**src/rtl/cam_lookup_ctrl_if.sv**
```systemverilog
// Request/response handshake and CAM search/write port of the CAM lookup sequencer.
// master: requester plus CAM side; slave: the sequencer itself.
interface cam_lookup_ctrl_if;
    logic       req_valid;
    logic       req_ready;
    logic [7:0] req_data;

    logic       rsp_valid;
    logic       rsp_ready;
    logic [4:0] rsp_index;
    logic       rsp_hit;
    logic       rsp_new;
    logic       rsp_evict;
    logic       rsp_err;

    logic       cam_enable;
    logic       cam_write;
    logic [4:0] cam_addr;
    logic [7:0] cam_data;
    logic [4:0] cam_out;
    logic       cam_found;

    modport master (
        output req_valid, req_data, rsp_ready, cam_out, cam_found,
        input  req_ready, rsp_valid, rsp_index, rsp_hit, rsp_new, rsp_evict, rsp_err,
        input  cam_enable, cam_write, cam_addr, cam_data
    );

    modport slave (
        input  req_valid, req_data, rsp_ready, cam_out, cam_found,
        output req_ready, rsp_valid, rsp_index, rsp_hit, rsp_new, rsp_evict, rsp_err,
        output cam_enable, cam_write, cam_addr, cam_data
    );
endinterface

```
**src/rtl/cam_lookup_ctrl.sv**
```systemverilog
// Sequencer in front of a 16-entry byte CAM: searches each key, allocates a slot
// round-robin on a miss, and returns index plus hit/new/evict/err flags.
module cam_lookup_ctrl #(
    parameter int NB_MEM    = 16,
    parameter int SIZE_ADDR = 4
) (
    input  logic             clk,
    input  logic             rst,
    cam_lookup_ctrl_if.slave bus
);

    typedef enum logic [2:0] {
        IDLE   = 3'd0,
        SEARCH = 3'd1,
        EVAL   = 3'd2,
        WRITE  = 3'd3,
        RESP   = 3'd4
    } state_t;

    localparam int                   C_LAST_I = NB_MEM - 1;
    localparam logic [SIZE_ADDR:0]   C_FULL   = NB_MEM[SIZE_ADDR:0];
    localparam logic [SIZE_ADDR-1:0] C_LAST   = C_LAST_I[SIZE_ADDR-1:0];

    state_t               r_state;
    logic [7:0]           r_key;
    logic [SIZE_ADDR-1:0] r_alloc_ptr;
    logic [SIZE_ADDR:0]   r_count;

    logic                 r_req_ready;
    logic                 r_rsp_valid;
    logic [4:0]           r_rsp_index;
    logic                 r_rsp_hit;
    logic                 r_rsp_new;
    logic                 r_rsp_evict;
    logic                 r_rsp_err;

    logic                 r_cam_enable;
    logic                 r_cam_write;
    logic [4:0]           r_cam_addr;

    logic                 w_req_fire;
    logic                 w_full;

    assign w_req_fire = bus.req_valid && r_req_ready;
    assign w_full     = (r_count == C_FULL);

    always_ff @(posedge clk or posedge rst) begin
        if (rst) begin
            r_state      <= IDLE;
            r_key        <= 8'h00;
            r_alloc_ptr  <= '0;
            r_count      <= '0;
            r_req_ready  <= 1'b1;
            r_rsp_valid  <= 1'b0;
            r_rsp_index  <= 5'd0;
            r_rsp_hit    <= 1'b0;
            r_rsp_new    <= 1'b0;
            r_rsp_evict  <= 1'b0;
            r_rsp_err    <= 1'b0;
            r_cam_enable <= 1'b0;
            r_cam_write  <= 1'b0;
            r_cam_addr   <= 5'd0;
        end else begin
            case (r_state)
                IDLE: begin
                    if (w_req_fire) begin
                        r_key       <= bus.req_data;
                        r_req_ready <= 1'b0;
                        // 8'h00 marks an empty CAM slot, so it is never looked up.
                        if (bus.req_data == 8'h00) begin
                            r_rsp_err   <= 1'b1;
                            r_rsp_index <= 5'd0;
                            r_state     <= RESP;
                        end else begin
                            r_cam_enable <= 1'b1;
                            r_state      <= SEARCH;
                        end
                    end
                end

                SEARCH: begin
                    r_cam_enable <= 1'b0;
                    r_state      <= EVAL;
                end

                EVAL: begin
                    if (bus.cam_found) begin
                        r_rsp_hit   <= 1'b1;
                        r_rsp_index <= bus.cam_out;
                        r_state     <= RESP;
                    end else begin
                        // The miss just cleared the CAM result register, which
                        // the CAM requires before it will take a write.
                        r_cam_write <= 1'b1;
                        r_cam_addr  <= 5'({1'b0, r_alloc_ptr});
                        r_state     <= WRITE;
                    end
                end

                WRITE: begin
                    r_cam_write <= 1'b0;
                    r_cam_addr  <= 5'd0;
                    r_rsp_new   <= 1'b1;
                    r_rsp_index <= 5'({1'b0, r_alloc_ptr});
                    r_rsp_evict <= w_full;
                    r_alloc_ptr <= (r_alloc_ptr == C_LAST) ? '0 : r_alloc_ptr + 1'b1;
                    if (!w_full) begin
                        r_count <= r_count + 1'b1;
                    end
                    r_state <= RESP;
                end

                RESP: begin
                    // Flags settle on entry; rsp_valid follows one cycle later.
                    if (!r_rsp_valid) begin
                        r_rsp_valid <= 1'b1;
                    end else if (bus.rsp_ready) begin
                        r_rsp_valid <= 1'b0;
                        r_rsp_index <= 5'd0;
                        r_rsp_hit   <= 1'b0;
                        r_rsp_new   <= 1'b0;
                        r_rsp_evict <= 1'b0;
                        r_rsp_err   <= 1'b0;
                        r_req_ready <= 1'b1;
                        r_state     <= IDLE;
                    end
                end

                default: begin
                    r_state <= IDLE;
                end
            endcase
        end
    end

    assign bus.req_ready  = r_req_ready;
    assign bus.rsp_valid  = r_rsp_valid;
    assign bus.rsp_index  = r_rsp_index;
    assign bus.rsp_hit    = r_rsp_hit;
    assign bus.rsp_new    = r_rsp_new;
    assign bus.rsp_evict  = r_rsp_evict;
    assign bus.rsp_err    = r_rsp_err;
    assign bus.cam_enable = r_cam_enable;
    assign bus.cam_write  = r_cam_write;
    assign bus.cam_addr   = r_cam_addr;
    assign bus.cam_data   = r_key;

endmodule

```
**src/flat_wrapper.sv**
```systemverilog
// flat-port wrapper written by rule: the top's interface ports become plain ports
module cam_lookup_ctrl_flat 
#(
    parameter int NB_MEM    = 16,
    parameter int SIZE_ADDR = 4
)
  (clk, rst, bus_req_valid, bus_req_data, bus_rsp_ready, bus_cam_out, bus_cam_found, bus_req_ready, bus_rsp_valid, bus_rsp_index, bus_rsp_hit, bus_rsp_new, bus_rsp_evict, bus_rsp_err, bus_cam_enable, bus_cam_write, bus_cam_addr, bus_cam_data);
  cam_lookup_ctrl_if bus_i ();
  input  logic clk;
  input  logic rst;
  input wire logic [$bits(bus_i.req_valid)-1:0] bus_req_valid;
  input wire logic [$bits(bus_i.req_data)-1:0] bus_req_data;
  input wire logic [$bits(bus_i.rsp_ready)-1:0] bus_rsp_ready;
  input wire logic [$bits(bus_i.cam_out)-1:0] bus_cam_out;
  input wire logic [$bits(bus_i.cam_found)-1:0] bus_cam_found;
  output wire logic [$bits(bus_i.req_ready)-1:0] bus_req_ready;
  output wire logic [$bits(bus_i.rsp_valid)-1:0] bus_rsp_valid;
  output wire logic [$bits(bus_i.rsp_index)-1:0] bus_rsp_index;
  output wire logic [$bits(bus_i.rsp_hit)-1:0] bus_rsp_hit;
  output wire logic [$bits(bus_i.rsp_new)-1:0] bus_rsp_new;
  output wire logic [$bits(bus_i.rsp_evict)-1:0] bus_rsp_evict;
  output wire logic [$bits(bus_i.rsp_err)-1:0] bus_rsp_err;
  output wire logic [$bits(bus_i.cam_enable)-1:0] bus_cam_enable;
  output wire logic [$bits(bus_i.cam_write)-1:0] bus_cam_write;
  output wire logic [$bits(bus_i.cam_addr)-1:0] bus_cam_addr;
  output wire logic [$bits(bus_i.cam_data)-1:0] bus_cam_data;
  assign bus_i.req_valid = bus_req_valid;
  assign bus_i.req_data = bus_req_data;
  assign bus_i.rsp_ready = bus_rsp_ready;
  assign bus_i.cam_out = bus_cam_out;
  assign bus_i.cam_found = bus_cam_found;
  assign bus_req_ready = bus_i.req_ready;
  assign bus_rsp_valid = bus_i.rsp_valid;
  assign bus_rsp_index = bus_i.rsp_index;
  assign bus_rsp_hit = bus_i.rsp_hit;
  assign bus_rsp_new = bus_i.rsp_new;
  assign bus_rsp_evict = bus_i.rsp_evict;
  assign bus_rsp_err = bus_i.rsp_err;
  assign bus_cam_enable = bus_i.cam_enable;
  assign bus_cam_write = bus_i.cam_write;
  assign bus_cam_addr = bus_i.cam_addr;
  assign bus_cam_data = bus_i.cam_data;
  cam_lookup_ctrl #(.NB_MEM(NB_MEM), .SIZE_ADDR(SIZE_ADDR)) u_core (.clk(clk), .rst(rst), .bus(bus_i));
endmodule
```
**config.mk**
```make
export PLATFORM = sky130hd
export DESIGN_NAME = cam_lookup_ctrl_flat
export DESIGN_NICKNAME = d
export VERILOG_FILES = /design/src/rtl/cam_lookup_ctrl_if.sv /design/src/rtl/cam_lookup_ctrl.sv /design/src/flat_wrapper.sv
export SDC_FILE = /design/constraint.sdc
export NUM_CORES = 1
export LEC_CHECK = 0
export ABC_AREA = 1
export ABC_CLOCK_PERIOD_IN_PS = 3300
export CORE_UTILIZATION = 50
export CTS_BUF_LIST = sky130_fd_sc_hd__clkbuf_4
export DETAILED_ROUTE_END_ITERATION = 7
export PLACE_DENSITY = 0.8
export SETUP_SLACK_MARGIN = 0.4
export SYNTH_ARGS = -nofsm -noshare
export SYNTH_HDL_FRONTEND = slang
export SYNTH_SLANG_ARGS = --single-unit
```
**constraint.sdc**
```tcl
create_clock -name clk -period 3.3 [get_ports clk]
set_input_delay 0.495 -clock clk [delete_from_list [all_inputs] [get_ports clk]]
set_output_delay 0.495 -clock clk [all_outputs]
set_load 0.05 [all_outputs]
```
==> results.md <==
- DIE AREA: 3950 µm²
- Max Root-Sink Buffers: 2
- Yosys warns: 0
- Kind of cell adding the most delay to the critical path: buffers and inverters
- Commonest cells post-synth: nand2_1, dfrtp_1, inv_1
- Post-CTS Setup Bufs: 0
- RD Place Congestion: between 0.8 and 0.9
- Post-Route WL: 3600 µm
- Clk Latency, worst-skew pair: 0.35 ns
- Flop pwr share: 61.0%
- Initial antenna violation count: 0
- Critical path endpoint category: output port
- Die Ht: 62.9 µm
- Hold_buf cts: 0
- F_max: 446 MHz
- DRC marker count from the first detailed-route iteration: 42
- Worst EP required: roughly 2.8 ns
- Worst vdd rail ir drop: 253 µV
- Clock Power Share: between 30 and 40%
- Hold EP: u_core.bus.rsp_index[2]$_DFFE_PP0P_
- Non-filler instance count after layout: between 300 and 400
- Mean Syn Cell Area: 8.78 µm²
- Post-route ant nets: 0
- R2R cell count: 5
- Tot GR Track Use: 20.9%
- Crit path buf inv count: 1
- Sequential area share after synthesis: 50.1%
- Residual DRC count: 0
- Layout cells sized above 1: 14.4%
- Placed cell count: roughly 300
- CTS tree: done
- Crit-path max FO: 4
- Slew headroom: 61.7%
- Crit path cell chain: clkdlybuf4s50_1
- Largest net degree at the start of global routing: 38
- R2r endpoint: u_core.bus.cam_addr[3]$_DFFE_PP0P_
- Min-delay src: u_core.bus.rsp_index[2]$_DFFE_PP0P_
- HPWL after DPL: 2620 µm
- Die X: roughly 63 µm
- Sw Ratio: 24.0%
- Post-synthesis net count: 232
- Num CTS Buffers: 5
- Crit start category: register
- Most common cell in the netlist: nand2_1
- Leakage: 1.13 nW
- Post-synthesis cell type count: 34
- Kind of critical path: register to output port
- Vias in the first global route: 1,511
- Buffers on Ports: 42
- Clk slew on worst S/H paths: 0.12 ns
- Combinational Power Share: 6.7%
- First-pass GRT wire length: 6370 µm
- GRT overflow: 0
- Final core utilization: 68.3%
- Netlist Area Pre-Place: 1850 µm²
- Slew Viols, Final: 0
- HP Class: register to register
- Setup Skew: between 0.015 and 0.02 ns
- R2R setup slack: 1.67 ns
- Leading area contributor after synthesis: dfrtp_1
- Worst-Margin Slew: approximately 0.57 ns
- First-pass DRT Iterations: 4
- # clock sinks: 37
- FFs w/ async S/R, synth: between 90% and 100%
- Cells after Synth: 211
- Ant. Diodes: 0
- PD cells: 317 nW/µm²
- Main flop type after synthesis: dfrtp_1
- Outcome: completed
- Delay of the slowest cell on the worst path: 0.81 ns
- RSZ-0062 raised after global routing: no
- Post-cts sizing count: 0
- Final setup viols: 0
- # IOs: 44
- Share of the synthesized area in the top cell type: 48.6%
- Fin. Hold Viols: 0
- RR Startpoint: u_core.r_state[1]$_DFFE_PP0P_
- Seq cells post-synth: 37
- Rows: 21
- Setup TNS: 0 ns
- CTS H-tree depth: 2
- P_sw: 0.179 mW
- Area growth syn-to-layout: 27.0%
- CP arrival: 1.75 ns
- Min Tclk post-route: 2.24 ns
- Top post-synthesis cells by area: dfrtp_1, nand2_1, inv_1, o21ai_2, nand3_1
- P_int: 0.567 mW
- Worst Hold Path Cells: 2
- CTS Root Buffer Type: clkbuf_4
- Via density: 4.94
- Core Region: 3440 µm²
- Wire length per cell: ~12 µm
- Final Cycle Share: 67.9%
- Starting Density: 53.8%
- CP max-delay cell: clkdlybuf4s50_1
- Count of nets after finishing: 277
- Post-synth EDFFs: 0
- Via Count: approximately 1,500
- Max cap viols: 0
## worst max-delay path by stage
stage                                           from  cells after the start                                  end  slack, ns
floorplan           u_core.bus.rsp_valid$_DFFE_PP0N_                      7  u_core.bus.rsp_index[0]$_DFFE_PP0P_       1.81
global placement    u_core.bus.req_ready$_DFFE_PP1P_                      1                        bus_req_ready       1.45
detailed placement                   bus_req_data[7]                      7  u_core.bus.rsp_index[0]$_DFFE_PP0P_       1.42
CTS                 u_core.bus.req_ready$_DFFE_PP1P_                      1                        bus_req_ready       1.05
global route        u_core.bus.req_ready$_DFFE_PP1P_                      1                        bus_req_ready        1.0
finish              u_core.bus.req_ready$_DFFE_PP1P_                      1                        bus_req_ready       1.06
## flip-flops by register name, indices dropped and copies added (netlist names)
register	flops
u_core.r_state	3
u_core.r_count	5
u_core.bus.rsp_hit	1
u_core.bus.rsp_new	1
u_core.bus.cam_enable	1
u_core.bus.rsp_index	5
u_core.bus.rsp_evict	1
u_core.r_alloc_ptr	4
u_core.bus.rsp_err	1
u_core.bus.cam_addr	4
u_core.bus.cam_write	1
u_core.bus.rsp_valid	1
u_core.bus.req_ready	1
u_core.bus.cam_data	8
## final cells by class
class,instances,area [µm²]
Clock buffer,6,45.0
Fill cell,287,1090
Clock inverter,2,10.0
Inverter,32,123
Multi-Input combinational cell,137,762
Timing Repair Buffer,43,428
Tap cell,46,57.6
Sequential cell,37,927
## logic make-up after synthesis
group / Yosys count / synth area share [%]
XOR/XNOR: 3 / 1.42
flip-flops: 37 / 50.1
AND/OR/NAND/NOR: 95 / 25.0
AO/OA/AOI/OAI: 35 / 12.5
buffers and inverters: 37 / 8.78
other: 1 / 0.203
adder cells (fa/ha/maj): 3 / 2.03
## power groups by stage
stage          clock (mW)  combinational [mW]  sequential (mW)
2_1_floorplan           0              0.0178            0.468
3_3_place_gp            0              0.0507            0.464
3_5_place_dp            0              0.0507            0.464
4_1_cts             0.246              0.0511            0.455
5_1_grt             0.273              0.0555            0.455
6_report            0.241              0.0499            0.455
## placed cells by master (no fill, tap or decap), types with 6 or more instances in the layout
master and n:
clkbuf_4 6, clkdlybuf4s50_1 42, dfrtp_1 36, inv_1 29
nand2_1 49, nand3_1 12, nor2_1 13, o21ai_0 11
o21ai_1 6, o21ai_2 8
## stage by stage
stage,instance area (µm²),power (mW),hold WS [ns],setup WS (ns)
after floorplan,1850,0.486,0.486,1.81
after global placement,2300,0.514,0.456,1.45
after detailed placement,2300,0.514,0.457,1.42
after CTS,2350,0.752,0.485,1.05
after global routing,2350,0.784,0.523,0.999
final,2350,0.745,0.489,1.06
## layer usage
| metal | vias to the layer above | wire [µm] | GRT usage [%] |
|---|---|---|---|
| li1 | 764 | - | - |
| met1 | 687 | 1650 | 24.9 |
| met2 | 41 | 1720 | 35.1 |
| met3 | 6 | 166 | 5.84 |
| met4 | 0 | 59 | 9.01 |
| met5 | - | 0 | 0 |
No activity file was read; power rests on OpenSTA's default activity.
